**src/rtl/mem_stage.sv**
```systemverilog
// MEM stage: splits loads/stores into byte transactions; 1-cycle pass-through, N+2 for memory ops, stall_req_o holds upstream.
// Optional MEM_ALIGN_CHECK_EN rejects misaligned half/word accesses with a one-cycle misalign_o pulse.
module mem_stage #(
  parameter int                  ADDR_WIDTH         = 32,
  parameter int                  ALUSEL_W           = 3,
  parameter logic [ALUSEL_W-1:0] EXE_RES_LOAD_STORE = 3'b111
) (
  input  logic                  clk,
  input  logic                  rst,
  input  logic [4:0]            rd_i,
  input  logic                  wreg_i,
  input  logic [31:0]           wdata_i,
  input  logic [ADDR_WIDTH-1:0] mem_addr_i,
  input  logic [ALUSEL_W-1:0]   alusel_i,
  input  logic [1:0]            mem_sel_i,
  input  logic                  mem_we_i,
  input  logic                  load_sign_i,
  input  logic [31:0]           reg2_i,
  input  logic                  mc_ack_i,
  input  logic [7:0]            mc_rdata_i,
  output logic                  mc_req_o,
  output logic                  mc_we_o,
  output logic [ADDR_WIDTH-1:0] mc_addr_o,
  output logic [7:0]            mc_wdata_o,
  output logic [4:0]            rd_o,
  output logic                  wreg_o,
  output logic [31:0]           wdata_o,
  output logic                  stall_req_o,
  output logic                  misalign_o
);

  typedef enum logic [1:0] {S_IDLE, S_ACCESS, S_DONE} state_t;

  state_t      r_state;
  state_t      w_state_nxt;
  logic [1:0]  r_k;
  logic [1:0]  r_last;
  logic [31:0] r_buf;
  logic        r_misalign;
  logic        w_is_mem;
  logic        w_misalign;
  logic        w_last_ack;
  logic [1:0]  w_last_nxt;
  logic [31:0] w_ld_data;

  assign w_is_mem   = (alusel_i == EXE_RES_LOAD_STORE);
  assign w_last_nxt = (mem_sel_i == 2'd0) ? 2'd0 : (mem_sel_i == 2'd1) ? 2'd1 : 2'd3;
  assign w_last_ack = (r_state == S_ACCESS) && mc_ack_i && (r_k == r_last);

`ifdef MEM_ALIGN_CHECK_EN
  assign w_misalign = ((mem_sel_i == 2'd1) && mem_addr_i[0]) ||
                      (mem_sel_i[1] && (mem_addr_i[1:0] != 2'b00));
  assign misalign_o = r_misalign;
`else
  assign w_misalign = 1'b0;
  assign misalign_o = 1'b0;
`endif

  always_ff @(posedge clk or negedge rst) begin
    if (!rst) r_state <= S_IDLE;
    else      r_state <= w_state_nxt;
  end

  always_comb begin
    w_state_nxt = r_state;
    stall_req_o = 1'b0;
    mc_req_o    = 1'b0;
    mc_we_o     = 1'b0;
    mc_addr_o   = '0;
    mc_wdata_o  = '0;
    case (r_state)
      S_IDLE: begin
        if (w_is_mem) begin
          // Gated by rst so every output reads zero while reset is held.
          stall_req_o = rst;
          w_state_nxt = w_misalign ? S_DONE : S_ACCESS;
        end
      end
      S_ACCESS: begin
        stall_req_o = 1'b1;
        mc_req_o    = 1'b1;
        mc_we_o     = mem_we_i;
        mc_addr_o   = mem_addr_i + ADDR_WIDTH'(r_k);
        mc_wdata_o  = reg2_i[{r_k, 3'b000} +: 8];
        if (w_last_ack) w_state_nxt = S_DONE;
      end
      S_DONE:  w_state_nxt = S_IDLE;
      default: w_state_nxt = S_IDLE;
    endcase
  end

  always_comb begin
    w_ld_data = r_buf;
    case (r_last)
      2'd0:    w_ld_data = {{24{load_sign_i & r_buf[7]}},  r_buf[7:0]};
      2'd1:    w_ld_data = {{16{load_sign_i & r_buf[15]}}, r_buf[15:0]};
      default: w_ld_data = r_buf;
    endcase
  end

  always_ff @(posedge clk or negedge rst) begin
    if (!rst) begin
      r_k        <= 2'd0;
      r_last     <= 2'd0;
      r_buf      <= 32'd0;
      r_misalign <= 1'b0;
      rd_o       <= 5'd0;
      wreg_o     <= 1'b0;
      wdata_o    <= 32'd0;
    end else begin
      r_misalign <= 1'b0;
      case (r_state)
        S_IDLE: begin
          rd_o    <= rd_i;
          wdata_o <= wdata_i;
          wreg_o  <= wreg_i & ~w_is_mem;
          if (w_is_mem) begin
            r_k        <= 2'd0;
            r_last     <= w_last_nxt;
            r_misalign <= w_misalign;
          end
        end
        S_ACCESS: begin
          if (mc_ack_i) begin
            if (!mem_we_i) r_buf[{r_k, 3'b000} +: 8] <= mc_rdata_i;
            r_k <= r_k + 2'd1;
          end
        end
        S_DONE: begin
          rd_o <= rd_i;
          // Stores and rejected accesses retire without a register write.
          if (mem_we_i || r_misalign) begin
            wreg_o  <= 1'b0;
            wdata_o <= 32'd0;
          end else begin
            wreg_o  <= wreg_i;
            wdata_o <= w_ld_data;
          end
        end
        default: ;
      endcase
    end
  end

endmodule

```
**config.mk**
```make
export PLATFORM = sky130hd
export DESIGN_NAME = mem_stage
export DESIGN_NICKNAME = d
export VERILOG_FILES = /design/src/rtl/mem_stage.sv
export SDC_FILE = /design/constraint.sdc
export NUM_CORES = 1
export LEC_CHECK = 0
export ABC_AREA = 1
export CAP_MARGIN = 10
export CORE_MARGIN = 5
export CORE_UTILIZATION = 47
export CTS_CLUSTER_DIAMETER = 60
export CTS_CLUSTER_SIZE = 40
export DETAILED_ROUTE_END_ITERATION = 12
export PLACE_DENSITY = 0.95
export SYNTH_ARGS = -nofsm -noshare
export SYNTH_HDL_FRONTEND = slang
export SYNTH_SLANG_ARGS = --single-unit
```
**constraint.sdc**
```tcl
create_clock -name clk -period 5.8 [get_ports clk]
set_input_delay 1.16 -clock clk [delete_from_list [all_inputs] [get_ports clk]]
set_output_delay 1.16 -clock clk [all_outputs]
set_load 0.05 [all_outputs]
```
==> impl_metrics.sql, run 1 <==
INSERT INTO impl_metrics (metric_group, metric, value, unit) VALUES
('run_status', 'outcome', 'finished clean', ''),
('power_and_ir_drop', 'total_leakage_power', '3.24', 'nW'),
('synth', 'netlist.top_cell.by_area', 'sky130_fd_sc_hd__dfrtp_1', ''),
('routing', 'drcViolationCount', '0', ''),
('clock_tree', 'cts_hold_repair.buffers', '0', ''),
('global_route', 'global_route.overflow_total', '0', ''),
('critical_path', 'critical_path.endpoint_type', 'output port', ''),
('final_layout', 'antenna_diode_instance_count', '0', ''),
('clock_tree', 'cts_sinks', '76', ''),
('critical_path', 'crit_type', 'primary input to output port', ''),
('timing', 'min_period_over_period', '87.2', '%'),
('timing', 'slew_headroom', '37.3', '%'),
('floorplan', 'die_height', '111', 'um'),
('final_layout', 'post-route-util', '69.9', '%'),
('final_layout', 'synthToLayoutAreaGrowth', '47.1', '%'),
('routing', 'avgViaCountPerCell', '5.31', ''),
('timing', 'setup-violations-final', '0', ''),
('timing', 'number_of_pins_with_negative_max_slew_slack_in_the_final_report', '0', ''),
('synth', 'synth.yosys.warnings', '0', ''),
('timing', 'finalHoldWorstSlack', '464', 'ps'),
('clock_tree', 'htree_num_levels', '3', ''),
('global_route', 'globalRoute.busiestLayer', 'met2', ''),
('timing', 'sum_of_negative_setup_slack', '0', 'ps'),
('synth', 'share_of_the_synthesized_area_in_the_top_cell_type', '39.3', '%'),
('critical_path', 'timing.critical_path.mode_cell', 'sky130_fd_sc_hd__nand2_1', ''),
('placement', 'port_buffers', '200', ''),
('clock_tree', 'cts_tree', 'yes', ''),
('placement', 'hpwl', '12400', 'um'),
('timing', 'rsz0062_at_grt', 'no', ''),
('synth', 'synthCells', '697', ''),
('critical_path', 'timing.critical_path.depth', '12', ''),
('critical_path', 'timing.critical_path.from', 'mem_addr_i[0]', ''),
('global_route', 'global_route_wire_length_before_repair', '26600', 'um'),
('clock_tree', 'worstSkewPairLatency', '350', 'ps'),
('final_layout', 'final_net_count', '1012', ''),
('final_layout', 'drive_gt1_share', '4.05', '%'),
('synth', 'synth-seq-cells', '76', ''),
('global_route', 'initial_antenna_violation_count', '0', ''),
('timing', 'worstMarginPinSlew', '940', 'ps'),
('critical_path', 'worst_path_max_delay_cell', 'sky130_fd_sc_hd__clkdlybuf4s50_1', ''),
('synth', 'synth.net_count', '825', ''),
('routing', 'number_of_design_rule_violations_left_by_the_first_detailed_router_iteration', '324', ''),
('critical_path', 'regToRegEndpoint', 'r_buf[6]', ''),
('critical_path', 'critical-path-max-stage-delay', '830', 'ps'),
('clock_tree', 'ctsResizeCount', '0', ''),
('floorplan', 'coreArea', '10200', 'um2'),
('floorplan', 'die_w', '111', 'um'),
('critical_path', 'path_buf_inv', '3', ''),
('floorplan', 'start_util', '47.5', '%'),
('critical_path', 'worst_ep_required_time', '4640', 'ps'),
('synth', 'syn_area', '4840', 'um2'),
('routing', 'routedWlPerCell', '16.0', 'um'),
('clock_tree', 'root_buffer', 'sky130_fd_sc_hd__clkbuf_8', ''),
('clock_tree', 'cts-buffers-inserted', '9', ''),
('placement', 'globalplace.congestion', '0.950', ''),
('clock_tree', 'clock_pin_slew_of_the_registers_on_the_worst_case_setup_and_hold_paths', '80', 'ps'),
('synth', 'synth_ff_type', 'sky130_fd_sc_hd__dfrtp_1', ''),
('global_route', 'global_route.usage.met1', '30.5', '%'),
('synth', 'asyncSetResetFlopFracSynth', '100', '%'),
('synth', 'post_synth.cell_area_avg', '6.94', 'um2'),
('routing', 'drt_first_pass_iters', '7', ''),
('floorplan', 'rows', '37', ''),
('timing', 'finalWorstPathRequiredPeriod', '5060', 'ps'),
('routing', 'finalWirelength', '16400', 'um'),
('critical_path', 'crit_path_start_kind', 'primary input', ''),
('global_route', 'grt_max_degree', '77', ''),
('critical_path', 'worst_r2r_path_depth', '8', ''),
('routing', 'dr_total_vias', '5435', ''),
('critical_path', 'worst_path_cell_chain', 'clkdlybuf4s50_1, ha_1, fa_1, nand2_1, nor2_1, nand2_1, nor2_4, nand2_1, nand2_1, inv_1, nor2_1, clkdlybuf4s50_1', ''),
('global_route', 'via_count_of_the_first_global_routing_pass', '5455', ''),
('floorplan', 'boundaryPins', '202', '');
==> sequential cells by signal (all words and copies together), names as in the netlist <==
register,flops
r_buf,32
r_k,2
r_last,2
r_state,2
rd_o,5
wdata_o,32
wreg_o,1
==> tightest hold or removal path, stage by stage, from the launching register on <==
cell	delay (ps)
sky130_fd_sc_hd__dfrtp_1	340
sky130_fd_sc_hd__nand2_1	50
sky130_fd_sc_hd__nand2_1	50
==> logic make-up (layout without fill, tap and decap cells) <==
group           Yosys count  in the layout  synth area share, %
simple gates            388            388                 33.5
compound gates          129            129                 16.0
buf+inv                  84            275                 6.93
flops                    76             76                 39.3
xor+xnor                 11             11                 1.99
fa+ha+maj                 8              8                 2.22
other cells               1              1               0.0775
==> cell usage after synthesis, types with 14 or more instances <==
master                       n
sky130_fd_sc_hd__a22oi_1    32
sky130_fd_sc_hd__nand2_1   196
sky130_fd_sc_hd__nand3_1    37
sky130_fd_sc_hd__dfrtp_1    76
sky130_fd_sc_hd__nand4_1    17
sky130_fd_sc_hd__clkbuf_1   19
sky130_fd_sc_hd__inv_1      51
sky130_fd_sc_hd__o211ai_1   16
sky130_fd_sc_hd__a21oi_1    14
sky130_fd_sc_hd__nor2_1    123
sky130_fd_sc_hd__o21ai_0    60
==> cells in the final DEF (no fill, tap or decap), types with 5 or more instances in the layout <==
master and n:
sky130_fd_sc_hd__o21ai_1 5, sky130_fd_sc_hd__o211ai_1 16, sky130_fd_sc_hd__inv_1 51, sky130_fd_sc_hd__o21ai_0 60
sky130_fd_sc_hd__clkbuf_8 10, sky130_fd_sc_hd__a21oi_1 14, sky130_fd_sc_hd__nand2_1 196, sky130_fd_sc_hd__a22oi_1 32
sky130_fd_sc_hd__ha_1 7, sky130_fd_sc_hd__nand3_1 37, sky130_fd_sc_hd__nor2_1 123, sky130_fd_sc_hd__dfrtp_1 76
sky130_fd_sc_hd__nand4_1 17, sky130_fd_sc_hd__clkdlybuf4s50_1 199, sky130_fd_sc_hd__xnor2_1 7, sky130_fd_sc_hd__buf_4 6
==> cell type report <==
type                    count  area (um2)  area share (%)
inverters                  55         206            2.90
multi-input cells         537        2600            36.6
clock inverters             5        61.3           0.862
repair buffers            205        2040            28.6
flip-flops and latches     76        1900            26.7
clock buffers              10         138            1.93
well taps                 136         170            2.39
==> where the power goes <==
| part | switching [mW] | internal [mW] | leakage, nW | total [mW] |
|---|---|---|---|---|
| combinational | 1.69 | 0.748 | 2.17 | 2.44 |
| clock | 0.197 | 0.209 | 0.0910 | 0.407 |
| sequential | 0.138 | 0.750 | 0.971 | 0.888 |
==> routing by layer <==
layer / vias to the layer above / wire [um] / share of wire [%]
met4: 0 / 478 / 2.9
met1: 2462 / 6350 / 39
met3: 53 / 1550 / 9.4
met2: 260 / 8050 / 49
li1: 2660 / - / -
met5: - / 0 / 0
==> worst min path at each step <==
stage / from / endpoint / slack [ps] / depth (start not counted)
after detailed placement: r_buf[5] / wdata_o[5] / 460 / 2
after global routing: rd_o[1] / rd_o[1] / 500 / 2
after global placement: r_buf[1] / wdata_o[1] / 460 / 2
final: r_buf[5] / wdata_o[5] / 460 / 2
after floorplan: r_buf[0] / wdata_o[0] / 440 / 2
after CTS: r_buf[5] / wdata_o[5] / 470 / 2
==> metrics by stage <==
step | cells | worst slack (ps) | total power [mW]
after global placement | 1009 | 784 | 3.29
after detailed placement | 1009 | 760 | 3.33
after floorplan | 697 | 1720 | 2.51
after global routing | 1024 | 578 | 3.94
after CTS | 1024 | 744 | 3.74
final | 1024 | 743 | 3.74
Note: power is estimated with default switching activity, not from simulation.
==> run 2, diff against run 1 <==
CORE_ASPECT_RATIO = 2   (was not set)
TNS_END_PERCENT = 30   (was not set)
==> impl_metrics.sql, run 2 (same netlist as run 1, synthesis figures left out) <==
INSERT INTO impl_metrics (metric_group, metric, value, unit) VALUES
('worst_hold_path', 'timing.hold.worst.start', 'r_buf[0]', ''),
('timing', 'max_freq', '0.201', 'GHz'),
('floorplan', 'design.die.area', '12500', 'um2'),
('critical_path', 'critical-path-max-stage-delay', '810', 'ps'),
('clock_tree', 'clock_pin_slew_of_the_registers_on_the_worst_case_setup_and_hold_paths', '60', 'ps'),
('critical_path', 'reg2reg_setup_slack', '2910', 'ps'),
('routing', 'finalWirelength', '18700', 'um'),
('timing', 'finalWorstPathRequiredPeriod', '4970', 'ps'),
('timing', 'finalHoldWorstSlack', '485', 'ps'),
('flow_run', 'number_of_max_cap_violations', '0', ''),
('timing', 'setup-violations-final', '0', ''),
('routing', 'final_antenna_net_count', '0', ''),
('clock_tree', 'cts_hold_repair.buffers', '0', ''),
('worst_hold_path', 'min_path_type', 'register to register', ''),
('critical_path', 'worst_r2r_path_depth', '8', ''),
('critical_path', 'worst_path_max_delay_cell', 'sky130_fd_sc_hd__clkdlybuf4s50_1', ''),
('clock_tree', 'post-cts-setup-buffer-count', '0', ''),
('routing', 'drt_first_pass_iters', '9', ''),
('critical_path', 'critical_path_arrival', '3810', 'ps'),
('timing', 'slew_headroom', '35.2', '%'),
('critical_path', 'timing.critical_path.from', 'mem_addr_i[0]', ''),
('routing', 'met1_length', '5750', 'um'),
('run_status', 'outcome', 'finished clean', ''),
('timing', 'final.setup_skew', '8.29', 'ps'),
('timing', 'worstMarginPinSlew', '972', 'ps'),
('clock_tree', 'cts_tree', 'yes', ''),
('power_and_ir_drop', 'total_leakage_power', '3.32', 'nW'),
('routing', 'avgViaCountPerCell', '5.62', ''),
('critical_path', 'path_max_fanout', '6', ''),
('final_layout', 'antenna_diode_instance_count', '0', ''),
('placement', 'port_buffers', '200', ''),
('critical_path', 'critical_path.endpoint_type', 'output port', ''),
('power_and_ir_drop', 'power.density_cell_area', '558', 'nW/um2'),
('clock_tree', 'htree_num_levels', '3', ''),
('clock_tree', 'cts-buffers-inserted', '9', ''),
('power_and_ir_drop', 'total_power', '4.06', 'mW'),
('critical_path', 'crit_path_start_kind', 'primary input', ''),
('global_route', 'global_route_wire_length_before_repair', '28900', 'um'),
('timing', 'rsz0062_at_grt', 'no', ''),
('critical_path', 'worst_ep_required_time', '4640', 'ps'),
('global_route', 'grt_max_degree', '77', ''),
('routing', 'routed-wl-met2', '10400', 'um'),
('global_route', 'global_route.overflow_total', '0', ''),
('power_and_ir_drop', 'power.ir.vdd_worst', '0.300', 'mV'),
('critical_path', 'setup.worst_path.end', 'mc_addr_o[18]', ''),
('global_route', 'via_count_of_the_first_global_routing_pass', '5774', ''),
('floorplan', 'coreArea', '10100', 'um2'),
('clock_tree', 'worstSkewPairLatency', '340', 'ps'),
('routing', 'routedWlPerCell', '18.3', 'um'),
('critical_path', 'path_buf_inv', '3', ''),
('floorplan', 'die_w', '81.7', 'um'),
('clock_tree', 'root_buffer', 'sky130_fd_sc_hd__clkbuf_16', ''),
('routing', 'highest_layer', 'met4', ''),
('placement', 'hpwl', '13700', 'um'),
('clock_tree', 'ctsResizeCount', '0', ''),
('routing', 'drcViolationCount', '0', ''),
('floorplan', 'boundaryPins', '202', ''),
('final_layout', 'most_common_cell_after_layout_fill_and_taps_aside', 'sky130_fd_sc_hd__clkdlybuf4s50_1', ''),
('final_layout', 'most-common-layout-cells', 'sky130_fd_sc_hd__clkdlybuf4s50_1 (199), sky130_fd_sc_hd__nand2_1 (196), sky130_fd_sc_hd__nor2_1 (123)', ''),
('final_layout', 'largest_registers', 'r_buf x32, wdata_o x32, rd_o x5', ''),
('routing', 'dr_total_vias', '5758', ''),
('critical_path', 'cp_top_family', 'buffers and inverters', ''),
('final_layout', 'final_net_count', '1012', ''),
('final_layout', 'synthToLayoutAreaGrowth', '50.5', '%'),
('routing', 'wl_met3', '1420', 'um'),
('floorplan', 'start_util', '48.0', '%'),
('critical_path', 'worst_path_cell_chain', 'clkdlybuf4s50_1, ha_1, fa_1, nand2_1, nor2_1, nand2_1, nor2_4, nand2_1, nand2_1, inv_1, nor2_1, clkdlybuf4s50_1', ''),
('critical_path', 'timing.critical_path.depth', '12', ''),
('critical_path', 'regToRegEndpoint', 'r_buf[0]', ''),
('timing', 'hold_viol', '0', ''),
('placement', 'globalplace.congestion', '0.996', ''),
('global_route', 'grt_usage', '30.2', '%'),
('routing', 'number_of_design_rule_violations_left_by_the_first_detailed_router_iteration', '535', ''),
('timing', 'min_period_over_period', '85.6', '%'),
('timing', 'number_of_pins_with_negative_max_slew_slack_in_the_final_report', '0', ''),
('critical_path', 'worstReg2RegStart', 'r_k[0]', ''),
('floorplan', 'die_height', '153', 'um'),
('timing', 'sum_of_negative_setup_slack', '0', 'ps'),
('floorplan', 'rows', '52', ''),
('global_route', 'initial_antenna_violation_count', '0', ''),
('critical_path', 'timing.critical_path.mode_cell', 'sky130_fd_sc_hd__nand2_1', ''),
('final_layout', 'post-route-util', '72.2', '%'),
('final_layout', 'drive_gt1_share', '3.94', '%'),
('clock_tree', 'cts.path.max_buffers', '2', ''),
('clock_tree', 'cts_sinks', '76', ''),
('critical_path', 'crit_type', 'primary input to output port', '');
[run 2: cell types whose count changed in the layout (fill, tap and decap cells not counted)]
cell                         previous run  this run
sky130_fd_sc_hd__clkinvlp_4             3         0
sky130_fd_sc_hd__clkbuf_16              0         9
sky130_fd_sc_hd__bufinv_16              1         4
sky130_fd_sc_hd__clkbuf_1               0         2
sky130_fd_sc_hd__inv_6                  1         0
sky130_fd_sc_hd__clkbuf_8              10         1
sky130_fd_sc_hd__buf_4                  6         5
sky130_fd_sc_hd__buf_2                  0         1
[run 2: metrics by stage]
step	worst slack (ps)	std cells	cell area (um2)
after floorplan	1720	697	4840
after global placement	921	1008	6910
after detailed placement	832	1008	6910
after CTS	832	1024	7280
after global routing	650	1024	7280
final	833	1024	7280
[run 2: cell type report]
| cell class | count | area [um2] |
|---|---|---|
| clock buffers | 12 | 246 |
| clock inverters | 4 | 120 |
| fillers | 727 | 2810 |
| inverters | 55 | 206 |
| multi-input cells | 537 | 2600 |
| flip-flops and latches | 76 | 1900 |
| well taps | 135 | 169 |
| repair buffers | 205 | 2030 |
[run 2: worst min-delay path: stages (launching register included)]
cell and delay, ps:
sky130_fd_sc_hd__dfrtp_1 340, sky130_fd_sc_hd__nand2_1 60, sky130_fd_sc_hd__nand2_1 50
[run 2: how the worst min path moves through the flow]
stage	end	slack (ps)	cells past startpoint
final	wdata_o[0]	480	2
after global routing	wdata_o[2]	520	2
after CTS	wdata_o[2]	480	2
after detailed placement	wdata_o[2]	460	2
after global placement	wdata_o[6]	450	2
after floorplan	wdata_o[0]	440	2
[run 2: power breakdown]
group / internal (mW) / leakage [nW] / total (mW) / switching [mW]
Clock: 0.476 / 0.177 / 0.689 / 0.213
Sequential: 0.752 / 0.971 / 0.901 / 0.149
Combinational: 0.748 / 2.17 / 2.47 / 1.72
Total: 1.98 / 3.32 / 4.06 / 2.08
[run 2: per-layer routing]
layer  global-route usage, %  vias up
li1                        -     2658
met1                    27.5     2673
met2                    56.8      336
met3                    6.91       91
met4                    18.0        0
met5                       0        -
